`src/rtl/btn_conditioner_pkg.sv`:
```
// Shared types and constants for the push-button conditioner.
package btn_conditioner_pkg;

    typedef enum logic [1:0] {
        S_RELEASED  = 2'd0,
        S_PRESS_CHK = 2'd1,
        S_HELD      = 2'd2,
        S_REL_CHK   = 2'd3
    } btn_state_t;

    // Channel index of each button in the btn_* vectors.
    localparam int unsigned BTN_INCR = 0;
    localparam int unsigned BTN_DECR = 1;

endpackage

```
`src/rtl/btn_debounce_ch.sv`:
```
// One button channel: two-flop synchroniser, debounce FSM and press-pulse generation.
// Auto-repeat while held is built only when BTN_CONDITIONER_AUTO_REPEAT_EN is defined.
module btn_debounce_ch
    import btn_conditioner_pkg::*;
#(
    parameter int unsigned DEBOUNCE_CYCLES = 100,
    parameter int unsigned REPEAT_DELAY    = 5000,
    parameter int unsigned REPEAT_RATE     = 1000
) (
    input  logic clk,
    input  logic reset,
    input  logic btn_raw,
    output logic btn_level,
    output logic btn_pulse,
    output logic btn_busy
);

    localparam int unsigned     CntW    = $clog2(DEBOUNCE_CYCLES);
    localparam logic [CntW-1:0] CntLast = CntW'(DEBOUNCE_CYCLES - 1);

    if (DEBOUNCE_CYCLES < 2 || DEBOUNCE_CYCLES > 65535 || REPEAT_RATE < 2 || REPEAT_DELAY < 1)
    begin : g_param_err
        $error("btn_debounce_ch: illegal DEBOUNCE_CYCLES, REPEAT_DELAY or REPEAT_RATE");
    end

    logic            sync1_q, sync2_q;
    btn_state_t      state_q, state_d;
    logic [CntW-1:0] cnt_q, cnt_d;
    logic            level_q, level_d;
    logic            pulse_q, pulse_d;
    logic            busy_q, busy_d;
    logic            accept;
    logic            rep_pulse;

    // Debounce FSM next state; each channel needs DEBOUNCE_CYCLES equal samples to switch level.
    always_comb begin
        state_d = state_q;
        cnt_d   = cnt_q;
        accept  = 1'b0;
        unique case (state_q)
            S_RELEASED: begin
                if (sync2_q) begin
                    cnt_d   = CntW'(1);
                    state_d = S_PRESS_CHK;
                end
            end
            S_PRESS_CHK: begin
                if (!sync2_q) begin
                    cnt_d   = '0;
                    state_d = S_RELEASED;
                end else if (cnt_q == CntLast) begin
                    cnt_d   = '0;
                    state_d = S_HELD;
                    accept  = 1'b1;
                end else begin
                    cnt_d = cnt_q + CntW'(1);
                end
            end
            S_HELD: begin
                if (!sync2_q) begin
                    cnt_d   = CntW'(1);
                    state_d = S_REL_CHK;
                end
            end
            S_REL_CHK: begin
                if (sync2_q) begin
                    cnt_d   = '0;
                    state_d = S_HELD;
                end else if (cnt_q == CntLast) begin
                    cnt_d   = '0;
                    state_d = S_RELEASED;
                end else begin
                    cnt_d = cnt_q + CntW'(1);
                end
            end
            default: begin
                cnt_d   = '0;
                state_d = S_RELEASED;
            end
        endcase
    end

`ifdef BTN_CONDITIONER_AUTO_REPEAT_EN
    localparam int unsigned     RepMax    = (REPEAT_DELAY > REPEAT_RATE) ? REPEAT_DELAY
                                                                         : REPEAT_RATE;
    localparam int unsigned     RepW      = $clog2(RepMax);
    localparam logic [RepW-1:0] DelayLast = RepW'(REPEAT_DELAY - 1);
    localparam logic [RepW-1:0] RateLast  = RepW'(REPEAT_RATE - 1);

    logic [RepW-1:0] rcnt_q, rcnt_d;
    logic            rfirst_q, rfirst_d;  // still waiting for the first repeat after a press
    logic            rep_hit;

    // Repeat timer: counts through hold and release-check, fires only while firmly held.
    always_comb begin
        rcnt_d    = rcnt_q;
        rfirst_d  = rfirst_q;
        rep_pulse = 1'b0;
        rep_hit   = (rcnt_q == (rfirst_q ? DelayLast : RateLast));
        if (state_d == S_RELEASED || accept) begin
            rcnt_d   = '0;
            rfirst_d = 1'b1;
        end else if (state_q == S_HELD || state_q == S_REL_CHK) begin
            if (rep_hit) begin
                rcnt_d    = '0;
                rfirst_d  = 1'b0;
                rep_pulse = (state_q == S_HELD) && (state_d == S_HELD);
            end else begin
                rcnt_d = rcnt_q + RepW'(1);
            end
        end
    end

    // Repeat timer state.
    always_ff @(posedge clk) begin
        if (reset) begin
            rcnt_q   <= '0;
            rfirst_q <= 1'b1;
        end else begin
            rcnt_q   <= rcnt_d;
            rfirst_q <= rfirst_d;
        end
    end
`else
    assign rep_pulse = 1'b0;
`endif

    // Output next values are decoded from the next state so outputs change with the state.
    always_comb begin
        level_d = (state_d == S_HELD) || (state_d == S_REL_CHK);
        busy_d  = (state_d == S_PRESS_CHK) || (state_d == S_REL_CHK);
        pulse_d = accept || rep_pulse;
    end

    // Synchroniser, FSM state, counter and registered outputs.
    always_ff @(posedge clk) begin
        if (reset) begin
            sync1_q <= 1'b0;
            sync2_q <= 1'b0;
            state_q <= S_RELEASED;
            cnt_q   <= '0;
            level_q <= 1'b0;
            pulse_q <= 1'b0;
            busy_q  <= 1'b0;
        end else begin
            sync1_q <= btn_raw;
            sync2_q <= sync1_q;
            state_q <= state_d;
            cnt_q   <= cnt_d;
            level_q <= level_d;
            pulse_q <= pulse_d;
            busy_q  <= busy_d;
        end
    end

    assign btn_level = level_q;
    assign btn_pulse = pulse_q;
    assign btn_busy  = busy_q;

endmodule

```
`src/rtl/btn_conditioner.sv`:
```
// Push-button front end: N_BTN independent debounce channels feeding the PWM incr/decr inputs.
// Optional auto-repeat is enabled by defining BTN_CONDITIONER_AUTO_REPEAT_EN.
module btn_conditioner
    import btn_conditioner_pkg::*;
#(
    parameter int unsigned N_BTN           = 2,
    parameter int unsigned DEBOUNCE_CYCLES = 100,
    parameter int unsigned REPEAT_DELAY    = 5000,
    parameter int unsigned REPEAT_RATE     = 1000
) (
    input  logic             clk,
    input  logic             reset,
    input  logic [N_BTN-1:0] btn_raw,
    output logic [N_BTN-1:0] btn_level,
    output logic [N_BTN-1:0] btn_pulse,
    output logic [N_BTN-1:0] btn_busy
);

    for (genvar i = 0; i < N_BTN; i++) begin : g_ch
        btn_debounce_ch #(
            .DEBOUNCE_CYCLES(DEBOUNCE_CYCLES),
            .REPEAT_DELAY   (REPEAT_DELAY),
            .REPEAT_RATE    (REPEAT_RATE)
        ) u_ch (
            .clk      (clk),
            .reset    (reset),
            .btn_raw  (btn_raw[i]),
            .btn_level(btn_level[i]),
            .btn_pulse(btn_pulse[i]),
            .btn_busy (btn_busy[i])
        );
    end

endmodule

```
`config.mk`:
```
export PLATFORM = sky130hd
export DESIGN_NAME = btn_conditioner
export DESIGN_NICKNAME = d
export VERILOG_FILES = /design/src/rtl/btn_conditioner_pkg.sv /design/src/rtl/btn_debounce_ch.sv /design/src/rtl/btn_conditioner.sv
export SDC_FILE = /design/constraint.sdc
export NUM_CORES = 1
export LEC_CHECK = 0
export BUFFER_PORTS_ARGS = -buffer_cell sky130_fd_sc_hd__buf_2
export CORE_MARGIN = 3
export CORE_UTILIZATION = 51
export DETAILED_ROUTE_END_ITERATION = 10
export GPL_ROUTABILITY_DRIVEN = 0
export HOLD_SLACK_MARGIN = 0.1
export PLACE_DENSITY_LB_ADDON = 0.08
export SKIP_CTS_REPAIR_TIMING = 1
export SLEW_MARGIN = 10
export SYNTH_ARGS = -nofsm -noshare
export SYNTH_HDL_FRONTEND = slang
export SYNTH_SLANG_ARGS = --single-unit
```
`constraint.sdc`:
```
create_clock -name clk -period 1.5 [get_ports clk]
set_input_delay 0.15 -clock clk [delete_from_list [all_inputs] [get_ports clk]]
set_output_delay 0.15 -clock clk [all_outputs]
set_load 0.02 [all_outputs]
```
Word level (Yosys, flattened, before mapping)
Cells that the tools add are included.

storage, ports and cells
  flip-flop bits (word level) = 28
  bits in latches = 0
  bits in writable memories = 0
  ROM bits = 0
  bits of input ports = 4
  word-level logic and storage cells = 76
  memories = 0

cells by class
  add/sub/neg operators = 2
  $mul = 0
  div/mod/pow operators = 0
  order comparisons = 0
  equal/unequal tests = 18
  shift-type cells = 0
  multiplexer cells = 28
  bitwise logic cells = 4
  reductions and logical operators = 10

operators by type and width
  kind                                                   count
  2-to-1 mux 7 bit                                       10
  one-hot mux 7 bit (4 select lines)                     2
  2-to-1 mux 2 bit                                       12
  equality test 2 bit, second input constant             8
  one-hot mux 2 bit (4 select lines)                     2
  adder 7 x 1 -> 7 bit, second input constant            2
  equality test 7 bit, second input constant             2
  equality test 2 x 1 -> 1 bit, second input constant    4
  OR reduction 3 bit                                     2
  logical NOT 2 bit                                      2
  logical OR 1 bit                                       4
  inequality test 2 x 1 -> 1 bit, second input constant  2
  inequality test 2 bit, second input constant           2
  inverter 1 bit                                         4
  AND reduction 2 bit                                    2
  2-to-1 mux 1 bit                                       2

Longest topological paths before layout
  depth after elaboration = 6
  depth in mapped cells = 5
  depth with buffers taken out = 5

By module
A second synthesis with hierarchy kept.

unflattened totals
  cells, all modules = 116
  area, all modules = 1,083.5 um2

modules (own cells, without submodules)
  module           instances  cells each  area an instance (um2)
  btn_debounce_ch  2          58          541.8

Worst setup path before layout
Ideal clock, no wire load.

  path kind = reg-to-reg
  start = reg g_ch[1].u_ch.cnt_q[2]
  end = reg g_ch[1].u_ch.level_q
  data arrival time = 1.437 ns
  path slack = -0.065 ns
  stages on the path, launching flop included = 5
  path buffers = 0
  clock period less this slack = 1.565 ns
  cells stage by stage = dfxtp_1 > or4b_4 > or3_4 > mux2i_1 > nor2_1

on the way
  word-level cells in the longest chain between the ends = 6

ends and longest elaborated chain
  element                                 line                                          RTL
  start: declaration                      btn_debounce_ch.sv:28                         logic [CntW-1:0] cnt_q, cnt_d;
  start signal: assignment                btn_debounce_ch.sv:149                        cnt_q <= cnt_d;
  equality test 7 bit (*)                 btn_debounce_ch.sv:51, btn_debounce_ch.sv:69
  2-to-1 mux 2 bit (on tied branches)     btn_debounce_ch.sv:69, btn_debounce_ch.sv:51
  2-to-1 mux 2 bit (on tied branches)     btn_debounce_ch.sv:66, btn_debounce_ch.sv:48
  one-hot mux 2 bit (4 select lines) (*)  btn_debounce_ch.sv:40                         unique case (state_q)
  equality test 2 bit                     btn_debounce_ch.sv:130                        level_d = (state_d == S_HELD) || (state_d == S_REL_CHK);
  logical OR 1 bit (*)                    btn_debounce_ch.sv:130
  end signal: assignment                  btn_debounce_ch.sv:150                        level_q <= level_d;
  end: declaration                        btn_debounce_ch.sv:29                         logic level_q, level_d;

Mark *: on every way between the ends. The rest lies on a longest branch, timed or not.
A chain may end at the register's enable or synchronous reset.

Final worst setup path
  start = reg g_ch[1].u_ch.cnt_q[2]
  end = reg g_ch[1].u_ch.state_q[1]

on the way
  word-level cells in the longest chain between the ends = 4

ends and longest elaborated chain
  element                                 line                                          RTL
  equality test 7 bit (*)                 btn_debounce_ch.sv:51, btn_debounce_ch.sv:69
  2-to-1 mux 2 bit (on tied branches)     btn_debounce_ch.sv:69, btn_debounce_ch.sv:51
  2-to-1 mux 2 bit (on tied branches)     btn_debounce_ch.sv:66, btn_debounce_ch.sv:48
  one-hot mux 2 bit (4 select lines) (*)  btn_debounce_ch.sv:40
  end signal: assignment                  btn_debounce_ch.sv:148                        state_q <= state_d;
  end: declaration                        btn_debounce_ch.sv:27                         btn_state_t state_q, state_d;

Marked as above.

==> results.md <==
- DR vias: 860
- Failing checks: negative setup slack
- Die Area: 0.00282 mm²
- VDD IR max: 0.907 mV
- Die width: 53.1 µm
- Starting DRT DRC Count: 19
- WP data arrival: 1820 ps
- Sequential share of power: 56.9%
- Post-synthesis sequential area ratio: 46.0%
- Routed Wire Length: 2040 µm
- Post-Synthesis Cell Area: 0.00113 mm²
- Worst slew margin: 70.9%
- EDFF count, synth: 0
- Count leader, synth: dfxtp_1
- Min-delay worst type: input pin to flip-flop
- Largest net degree at the start of global routing: 20
- Yosys warnings: 0
- Setup Viol. Count Final: 8
- I/O Pins: 10
- Post-synth cell types: 33
- Initial antenna violation count: 0
- Internal power: 996 µW
- Post-Synth XOR/XNOR Area: 9.29%
- Minimum clock period: 1600 ps
- Clock Skew: 4.23 ps
- Fin. Hold Viols: 0
- Outcome: finished, violations left
- Synth Area in Adders: 2.21%
- Post-synthesis mux area share: 1.77%
- Leakage: 0.000561 µW
- Die Y: 53.1 µm
- WL per Instance: 12.3 µm
- Main combinational cell family by area after synthesis: simple AND/OR/NAND/NOR gates
- Combinational group share of total power: 4.7%
- Port Buffers: 9
- # clock sinks: 26
- RSZ-0062 raised after global routing: true
- PD cells: 911 mW/mm²
- CTS tree: yes
- Slew @ Worst Pin: 435 ps
- Drt via density: 5.18
- Critical path launch point type: flip-flop
- Final period util: 106%
- Post-DP HPWL: 1400 µm
- Initial core utilization: 55.9%
- Pre-CTS WS: -101 ps
- # rows: 16
- Number of max-cap violations: 0
- Ys flop type: dfxtp_1
- Router iterations before antenna repair: 3
- CP required: 1730 ps
- Ratio of cells with drive above 1 in the final layout: 25.9%
- Syn-to-layout area delta: 20.5%
- Hold slack: 189 ps
- CP startpoint: g_ch[1].u_ch.cnt_q[2]
- Syn nets: 125
- Clock Latency Late Sink: 330 ps
- Slew Viols, Final: 0
- Post-Synthesis Cells: 119
- Global route overflow: 0
- Synth Area in Compound Gates: 12.5%
- First-pass GRT wire length: 3210 µm
- Num CTS Buffers: 3
- Synth Area in Simple Gates: 22.2%
- Htree depth: 1
- RR Startpoint: g_ch[1].u_ch.cnt_q[2]
- Layout Nets: 146
- Clock Power Share: 38.4%
- Root Buffer: clkbuf_4
- Top-area cell type share of the netlist area: 46.0%
- Synth Area per Inst: 9.50 µm²
- Crit. End Element: flip-flop
- Sw Pwr: 246 µW
- Sw frac: 19.8%
- Vias in the first global route: 775
- Diodes inserted: 0
- Worst Min Path Start: reset
- Fmax: 626 MHz
- Crit path kind: flip-flop to flip-flop
- CP Max Fanout: 3
- Synth async-reset ratio: 0%
- Routed Antenna Nets: 0
- Synth area leaders: dfxtp_1, xor2_1, nor2_1
- Gr usage total: 15.9%
- Total core area: 0.00202 mm²
- Min setup slack post-route: -96.9 ps
- Clock transition at the registers of the reported paths: 140 ps
- Remaining DRCs: 0
- Register bit total from synthesis: 26
- List of most frequent post-synthesis cells: dfxtp_1, nor2_1, xor2_1
- Leading area contributor after synthesis: dfxtp_1
- Worst-case clock buffer depth: 2
[power groups by stage]
stage / clock (µW) / combinational [µW] / sequential [µW]
2_1_floorplan: 0 / 38.7 / 721
3_3_place_gp: 0 / 51.4 / 722
3_5_place_dp: 0 / 52.1 / 722
4_1_cts: 494 / 52.7 / 707
5_1_grt: 520 / 64.2 / 709
6_report: 476 / 58.8 / 707
[cells in the final DEF, fill, tap and decap left out, drive strengths merged, types with 2 or more instances in the layout]
master,n
dfxtp,26
ha,2
o211ai,3
nor4b,2
a21oi,2
xnor2,2
clkbuf,3
nor2b,5
nand3,3
inv,2
o21bai,2
and2,3
a211oi,3
buf,24
o2111ai,4
nand2,4
o21ai,3
mux2i,2
xor2,10
dlygate4sd3,2
nor2,19
[worst max-delay path, cell delays in order (launching register included)]
cell and delay [ps]:
dfxtp_2 340, or4b_4 530, or3_4 360, mux2i_1 210, nor2_1 60
[flip-flops by register name, indices dropped and copies added, names as in the netlist]
signal,cells
g_ch.u_ch.btn_busy,2
g_ch.u_ch.state_q,2
g_ch.u_ch.cnt_q,14
g_ch.u_ch.sync1_q,2
g_ch.u_ch.btn_level,2
g_ch.u_ch.btn_pulse,2
g_ch.u_ch.sync2_q,2
[per-stage QoR]
stage | cell area [µm²] | setup TNS, ps | power, µW | instances | util [%]
after floorplan | 1130 | -119 | 759 | 119 | -
after global placement | 1260 | -217 | 773 | 160 | 62.5
after detailed placement | 1260 | -496 | 774 | 160 | 62.5
after CTS | 1320 | -635 | 1250 | 164 | 65.1
after global routing | 1360 | -1120 | 1290 | 166 | 67.4
final | 1360 | -501 | 1240 | 166 | 67.4
[metal layers]
layer	up-vias	share of wire (%)	global-route usage (%)	wire length [µm]
met1	397	49	20.1	993
met2	12	46	24.2	930
met4	0	1.3	6.38	27
met3	4	4.2	5.92	85
met5	-	0	0	0
li1	447	-	-	-
[final cells by class]
class                           count  area, µm²
Fill cell                         157        659
Multi-Input combinational cell     81        569
Sequential cell                    26        522
Timing Repair Buffer               26        178
Tap cell                           27       33.8
Clock inverter                      1       30.0
Clock buffer                        3       22.5
Inverter                            2       7.51
[worst paths after layout]
kind                              to  slack, ps  cells after the start
min reg2reg     g_ch[1].u_ch.sync2_q        460                      1
max reg2reg  g_ch[1].u_ch.state_q[1]       -100                      4
min           g_ch[1].u_ch.btn_level        190                      2
max          g_ch[1].u_ch.state_q[1]       -100                      4
[cells by family (layout without fill, tap and decap cells)]
| logic type | count (synthesis) | count (layout) |
|---|---|---|
| buffers and inverters | 12 | 32 |
| adders and majority gates | 2 | 2 |
| AOI/OAI and AO/OA | 20 | 20 |
| muxes | 2 | 2 |
| and+or+nand+nor | 45 | 45 |
| DFF | 26 | 26 |
| xor gates and xnor gates | 12 | 12 |
Power figures use the tool's default switching activity.
